**config.mk**
```make
export PLATFORM = sky130hd
export DESIGN_NAME = uart_tx_frame_fsm
export DESIGN_NICKNAME = d
export VERILOG_FILES = /design/src/rtl/uart_tx_frame_fsm.sv
export SDC_FILE = /design/constraint.sdc
export NUM_CORES = 1
export LEC_CHECK = 0
export CAP_MARGIN = 25
export CORE_MARGIN = 1
export CORE_UTILIZATION = 55
export DETAILED_ROUTE_END_ITERATION = 7
export PLACE_DENSITY = 0.83
export SETUP_SLACK_MARGIN = 0.15
export SYNTH_ARGS = -nofsm -noshare
export SYNTH_HDL_FRONTEND = slang
export SYNTH_SLANG_ARGS = --single-unit
```
**constraint.sdc**
```tcl
create_clock -name i_clk -period 4.3 [get_ports i_clk]
set_input_delay 0.86 -clock i_clk [delete_from_list [all_inputs] [get_ports i_clk]]
set_output_delay 0.86 -clock i_clk [all_outputs]
set_load 0.05 [all_outputs]
```
**src/rtl/uart_tx_frame_fsm.sv**
```systemverilog
// UART transmit framer: latches a byte plus parity on a valid/ready handshake and
// serialises start, data (LSB first), optional parity and 1-2 stop bits per baud tick.
`timescale 1ns/1ps
module uart_tx_frame_fsm #(
    parameter int unsigned DATA_W = 8
) (
    input  logic              i_clk,
    input  logic              i_arst,
    input  logic              i_baud_tick,
    input  logic [DATA_W-1:0] i_p_data,
    input  logic              i_data_valid,
    input  logic              i_par_bit,
    input  logic              i_par_en,
    input  logic              i_stop_bits,
    output logic              o_ready,
    output logic              o_tx,
    output logic              o_busy,
    output logic              o_done
);

    localparam int unsigned CNT_W = (DATA_W > 1) ? $clog2(DATA_W) : 1;
    localparam logic [CNT_W-1:0] LAST_BIT = CNT_W'(DATA_W - 1);

    typedef enum logic [2:0] {
        StIdle   = 3'd0,
        StSync   = 3'd1,
        StStart  = 3'd2,
        StData   = 3'd3,
        StParity = 3'd4,
        StStop   = 3'd5
    } state_t;

    state_t            state_q, state_d;
    logic [DATA_W-1:0] shreg_q, shreg_d;
    logic [CNT_W-1:0]  bit_cnt_q, bit_cnt_d;
    logic              stop_cnt_q, stop_cnt_d;
    logic              par_bit_q, par_bit_d;
    logic              par_en_q, par_en_d;
    logic              stop_bits_q, stop_bits_d;
    logic              tx_q, tx_d;
    logic              done_q, done_d;

    always_ff @(posedge i_clk or posedge i_arst) begin
        if (i_arst) begin
            state_q     <= StIdle;
            shreg_q     <= '0;
            bit_cnt_q   <= '0;
            stop_cnt_q  <= 1'b0;
            par_bit_q   <= 1'b0;
            par_en_q    <= 1'b0;
            stop_bits_q <= 1'b0;
            tx_q        <= 1'b1;
            done_q      <= 1'b0;
        end else begin
            state_q     <= state_d;
            shreg_q     <= shreg_d;
            bit_cnt_q   <= bit_cnt_d;
            stop_cnt_q  <= stop_cnt_d;
            par_bit_q   <= par_bit_d;
            par_en_q    <= par_en_d;
            stop_bits_q <= stop_bits_d;
            tx_q        <= tx_d;
            done_q      <= done_d;
        end
    end

    always_comb begin
        state_d     = state_q;
        shreg_d     = shreg_q;
        bit_cnt_d   = bit_cnt_q;
        stop_cnt_d  = stop_cnt_q;
        par_bit_d   = par_bit_q;
        par_en_d    = par_en_q;
        stop_bits_d = stop_bits_q;
        done_d      = 1'b0;

        case (state_q)
            // Ticks are ignored here, so a tick coincident with accept is not consumed.
            StIdle: begin
                if (i_data_valid) begin
                    shreg_d     = i_p_data;
                    par_bit_d   = i_par_bit;
                    par_en_d    = i_par_en;
                    stop_bits_d = i_stop_bits;
                    bit_cnt_d   = '0;
                    stop_cnt_d  = 1'b0;
                    state_d     = StSync;
                end
            end
            StSync: begin
                if (i_baud_tick) begin
                    state_d = StStart;
                end
            end
            StStart: begin
                if (i_baud_tick) begin
                    bit_cnt_d = '0;
                    state_d   = StData;
                end
            end
            StData: begin
                if (i_baud_tick) begin
                    shreg_d = {1'b0, shreg_q[DATA_W-1:1]};
                    if (bit_cnt_q == LAST_BIT) begin
                        bit_cnt_d  = '0;
                        stop_cnt_d = 1'b0;
                        state_d    = par_en_q ? StParity : StStop;
                    end else begin
                        bit_cnt_d = bit_cnt_q + 1'b1;
                    end
                end
            end
            StParity: begin
                if (i_baud_tick) begin
                    stop_cnt_d = 1'b0;
                    state_d    = StStop;
                end
            end
            StStop: begin
                if (i_baud_tick) begin
                    if (stop_cnt_q == stop_bits_q) begin
                        stop_cnt_d = 1'b0;
                        done_d     = 1'b1;
                        state_d    = StIdle;
                    end else begin
                        stop_cnt_d = 1'b1;
                    end
                end
            end
            default: begin
                state_d = StIdle;
            end
        endcase
    end

    // Line level is decoded from the next state so the registered output moves with the state.
    always_comb begin
        tx_d = 1'b1;
        case (state_d)
            StStart:  tx_d = 1'b0;
            StData:   tx_d = shreg_d[0];
            StParity: tx_d = par_bit_d;
            default:  tx_d = 1'b1;
        endcase
    end

    assign o_tx    = tx_q;
    assign o_done  = done_q;
    assign o_ready = (state_q == StIdle);
    assign o_busy  = (state_q != StIdle);

endmodule

```
## Word-level counts from Yosys, hierarchy flattened

Index checks and enable logic that the tools add are counted.

| word-level totals | value |
|---|---|
| bits in registers | 20 |
| bits of input ports | 15 |
| output and inout port bits | 4 |

| cells by class | value |
|---|---|
| $add $sub $neg | 1 |
| equal/unequal tests | 16 |
| mux-type cells | 31 |
| reduce and logical (&&, ||, !) cells | 9 |

Operator list:

| operator | number |
|---|---|
| 2-to-1 mux 3 bit | 12 |
| one-hot mux 3 bit (6 select lines) | 1 |
| 2-to-1 mux 8 bit | 2 |
| one-hot mux 8 bit (2 select lines) | 1 |
| == test 3 x 2 -> 1 bit (second input constant) | 4 |
| == test 3 bit (second input constant) | 4 |
| 2-to-1 mux 1 bit | 12 |
| inequality test 2 bit (second input constant) | 6 |
| one-hot mux 3 bit (3 select lines) | 1 |
| AND reduction 6 bit | 1 |
| nonzero test 3 bit | 2 |
| one-hot mux 1 bit (4 select lines) | 1 |
| AND reduction 4 bit | 1 |
| nonzero test 4 bit | 1 |
| adder 3 x 1 -> 3 bit (second input constant) | 1 |
| == test 3 x 1 -> 1 bit (second input constant) | 1 |
| logical NOT 3 bit | 1 |
| one-hot mux 1 bit (3 select lines) | 1 |
| AND reduction 3 bit | 1 |
| AND reduction 2 bit | 1 |
| nonzero test 2 bit | 1 |
| == test 1 bit | 1 |

## Longest topological paths before layout

| depth | value |
|---|---|
| word-level depth | 6 |
| depth in mapped cells | 6 |
| mapped depth without buffers | 6 |

## Worst setup path after synthesis

No wires, ideal clock.

| timing | value |
|---|---|
| path type | reg-to-output |
| from | register state_q[1] |
| to | output port o_ready |
| data arrival time | 1.574 ns |
| path slack | 1.866 ns |
| cell stages (with the launch flop) | 4 |
| path buffers | 1 |
| path through | dfrtp_1 buf_6 or3_1 inv_1 |

| between the ends | value |
|---|---|
| longest elaborated chain between the ends | 1 |

Ends and longest elaborated chain:

| element | line | text |
|---|---|---|
| from (decl) | 33 | `state_t state_q, state_d;` |
| from (signal assigned) | 45 | `state_q <= StIdle;` |
| from (signal assigned) | 55 | `state_q <= state_d;` |
| logical NOT 3 bit | 149 | `assign o_ready = (state_q == StIdle);` |
| to (decl) | 15 | `output logic o_ready,` |

No other way between the ends.

## Final worst setup path

Same ends and word-level chain as after synthesis.

==> results.md <==
- Primary FF master, synth: dfrtp_1
- Vias in the first global route: 829
- WL per Instance: 13.73 um
- Share of layout cells above drive strength 1: between 10% and 20%
- FP Rows: 15
- Vias/cell: a little under 6
- Syn avg cell area: 10.34 sq um
- Setup TNS: 0 ns
- Min cycle time layout: 3.014 ns
- Port-buffer cells: 18
- Detailed Place HPWL: roughly 1500 um
- Total Wirelength: 1991 um
- Register area share after synthesis: 47.12%
- Crit-path cells: or3_1, inv_1, clkdlybuf4s50_1
- Die height: about 46 um
- CP max-delay cell: clkdlybuf4s50_1
- Effective utilization at floorplan: 60.35%
- Routed Antenna Nets: 0
- Synth Instances: 103
- Final hold violation count: 0
- Worst VDD drop: between 0.0003 and 0.0004 V
- Post-synth EDFFs: 0
- CTS tree: yes
- DRT iter0 DRCs: 19
- Number of placed I/O pins: 19
- Skew-Pair Late Insertion Delay: 0.30 ns
- First-pass DRT Iterations: 4
- Syn_nets: between 100 and 150
- Hold/Removal Path Class: reg -> reg
- RSZ-0062 raised after global routing: no
- Clk slew on worst S/H paths: 0.12 ns
- Diodes inserted: 0
- CORE AREA: 1764 sq um
- GRT Util Overall: a little under a quarter
- Pin count of the biggest net entering global routing: 21
- GPL Wtd Cong: 0.8393
- Drt drc: 0
- Max transition margin: 49.33%
- Status: complete, no violations
- Worst setup SP type: register
- Synth Cell Area: 1065 sq um
- Die Wd: 46 um
- CTS buffer count: 3
- Crit Path Max Fanout: 14
- Area contributors post-synth: dfrtp_1 45%, nand2_1 5.6%, mux2_2 5.3%
- Power per Cell Area: 517.1 nW/um^2
- Worst setup path category: reg -> out
- Max Clock Skew: between 0.007 and 0.008 ns
- Yosys top cell area share: 44.65%
- Overflow after GRT: 0
- Top-count cell post-synth: dfrtp_1
- Hold_buf cts: 0
- Setup Fix Bufs, Post-CTS: 0
- Synth area leader: dfrtp_1
- Async S/R FF share, synth: 100.0%
- Initial antenna violation count: 0
- Pleak: 0.6024 nW
- Peak Freq: 331.8 MHz
- Worst Path Required: ~3.4 ns
- Nets: ~140
- P&R area growth vs syn: 19.15%
- Vias: around 850
- Tcrit/Tclk final: 70.08%
- Filler instances: around 140
- Synth cell count leaders: 19 x dfrtp_1, 16 x nand2_1, 8 x inv_1
- Global-route wire length before repair: 3360 um
- Worst-Margin Slew: 0.7568 ns
- Arrival @ worst endpoint: 2.15 ns
- Post-CTS Resized: 0
- CP peak stage delay: about 0.8 ns
- Synth unique cells: 38
- Slew Viols, Final: 0
- CTS root buf: clkbuf_4
- Flops & latches, synth: 20
- Max Cap Viol: 0
- Design Power: about 0.66 mW
- Sink Count: 20
- Layout Utilization: 71.91%
- YS warnings: 0
- Setup Viol. Count Final: 0
- Setup crit end kind: output port
- H-tree depth: 1
- CTS Buffer Depth: 2
- DIE AREA: around 2100 sq um
[routing by layer]
metal  track usage, %  vias to the layer above  part of all wire [%]
li1                 -                      405                     -
met1            27.74                      412                    45
met2            37.18                       32                    49
met3            6.349                        2                   5.5
met4            10.00                        0                  0.60
met5                0                        -                     0
[logic make-up (layout without fill, tap and decap cells)]
kind of cell / after synthesis / after routing / share of synthesized area [%]
simple gates: 37 / 37 / 19.62
compound gates: 24 / 24 / 17.39
mux: 6 / 6 / 6.697
fa+ha+maj: 2 / 2 / 2.350
buf+inv: 13 / 30 / 5.993
flops: 20 / 20 / 47.12
xor+xnor: 1 / 1 / 0.8227
[cell type report]
class | count | area, sq um | share of cell area (%)
inverter | 8 | 30.03 | 2.367
timing repair buffer | 18 | 180.2 | 14.20
tap | 25 | 31.28 | 2.465
clock buffer | 4 | 26.28 | 2.071
multi-input combinational | 70 | 499.2 | 39.35
sequential | 20 | 501.7 | 39.55
[stage by stage]
stage               std cells  hold slack [ns]  setup slack, ns  cell area, sq um
finish                    145           0.4883            1.286              1269
global route              145           0.5230            1.186              1269
CTS                       145           0.4908            1.274              1269
detailed placement        141           0.4653            1.579              1242
global placement          141           0.4664            1.663              1242
floorplan                 103           0.4463            1.866              1065
[where the power goes]
| group | leakage, nW | total [mW] | switching, mW | internal, mW |
|---|---|---|---|---|
| Clock | 0.0150 | 0.0933 | 0.0572 | 0.0361 |
| Sequential | 0.255 | 0.306 | 0.0569 | 0.249 |
| Combinational | 0.332 | 0.257 | 0.134 | 0.123 |
[registers in the layout, indices dropped and copies added, names as in the netlist]
| register | flops |
|---|---|
| state_q | 3 |
| o_done | 1 |
| stop_cnt_q | 1 |
| par_bit_q | 1 |
| par_en_q | 1 |
| o_tx | 1 |
| stop_bits_q | 1 |
| bit_cnt_q | 3 |
| shreg_q | 8 |
[critical path, delay by kind of cell, from the launching register on]
family / cells / cell delay (ns)
buf+inv: 2 / 0.85
flops: 1 / 0.55
simple gates: 1 / 0.45
[placed cells by master (no fill, tap or decap), types with 2 or more instances in the layout]
master	synthesis	layout
clkbuf_4	0	3
nand2_1	16	16
mux2_2	5	5
nand2b_1	2	2
inv_1	8	8
nor3b_1	2	2
nand3b_1	2	2
a211oi_1	2	2
clkdlybuf4s50_1	0	18
a22oi_1	7	7
nor3_1	4	4
nor2_1	2	2
dfrtp_1	19	19
a21oi_1	4	4
ha_1	2	2
or3_1	2	2
[final timing paths]
| kind | endpoint | startpoint | slack [ns] | depth (start not counted) |
|---|---|---|---|---|
| worst min-delay path | shreg_q[3] | shreg_q[3] | 0.49 | 2 |
| worst max-delay path | o_ready | state_q[1] | 1.29 | 3 |
| max in group asynchronous | state_q[0] | i_arst | 2.85 | 2 |
| worst min register to register | shreg_q[3] | shreg_q[3] | 0.49 | 2 |
| min in group asynchronous | bit_cnt_q[1] | i_arst | 0.97 | 2 |
| worst max register to register | o_tx | state_q[1] | 2.31 | 4 |
No activity file was read; power rests on OpenSTA's default activity.
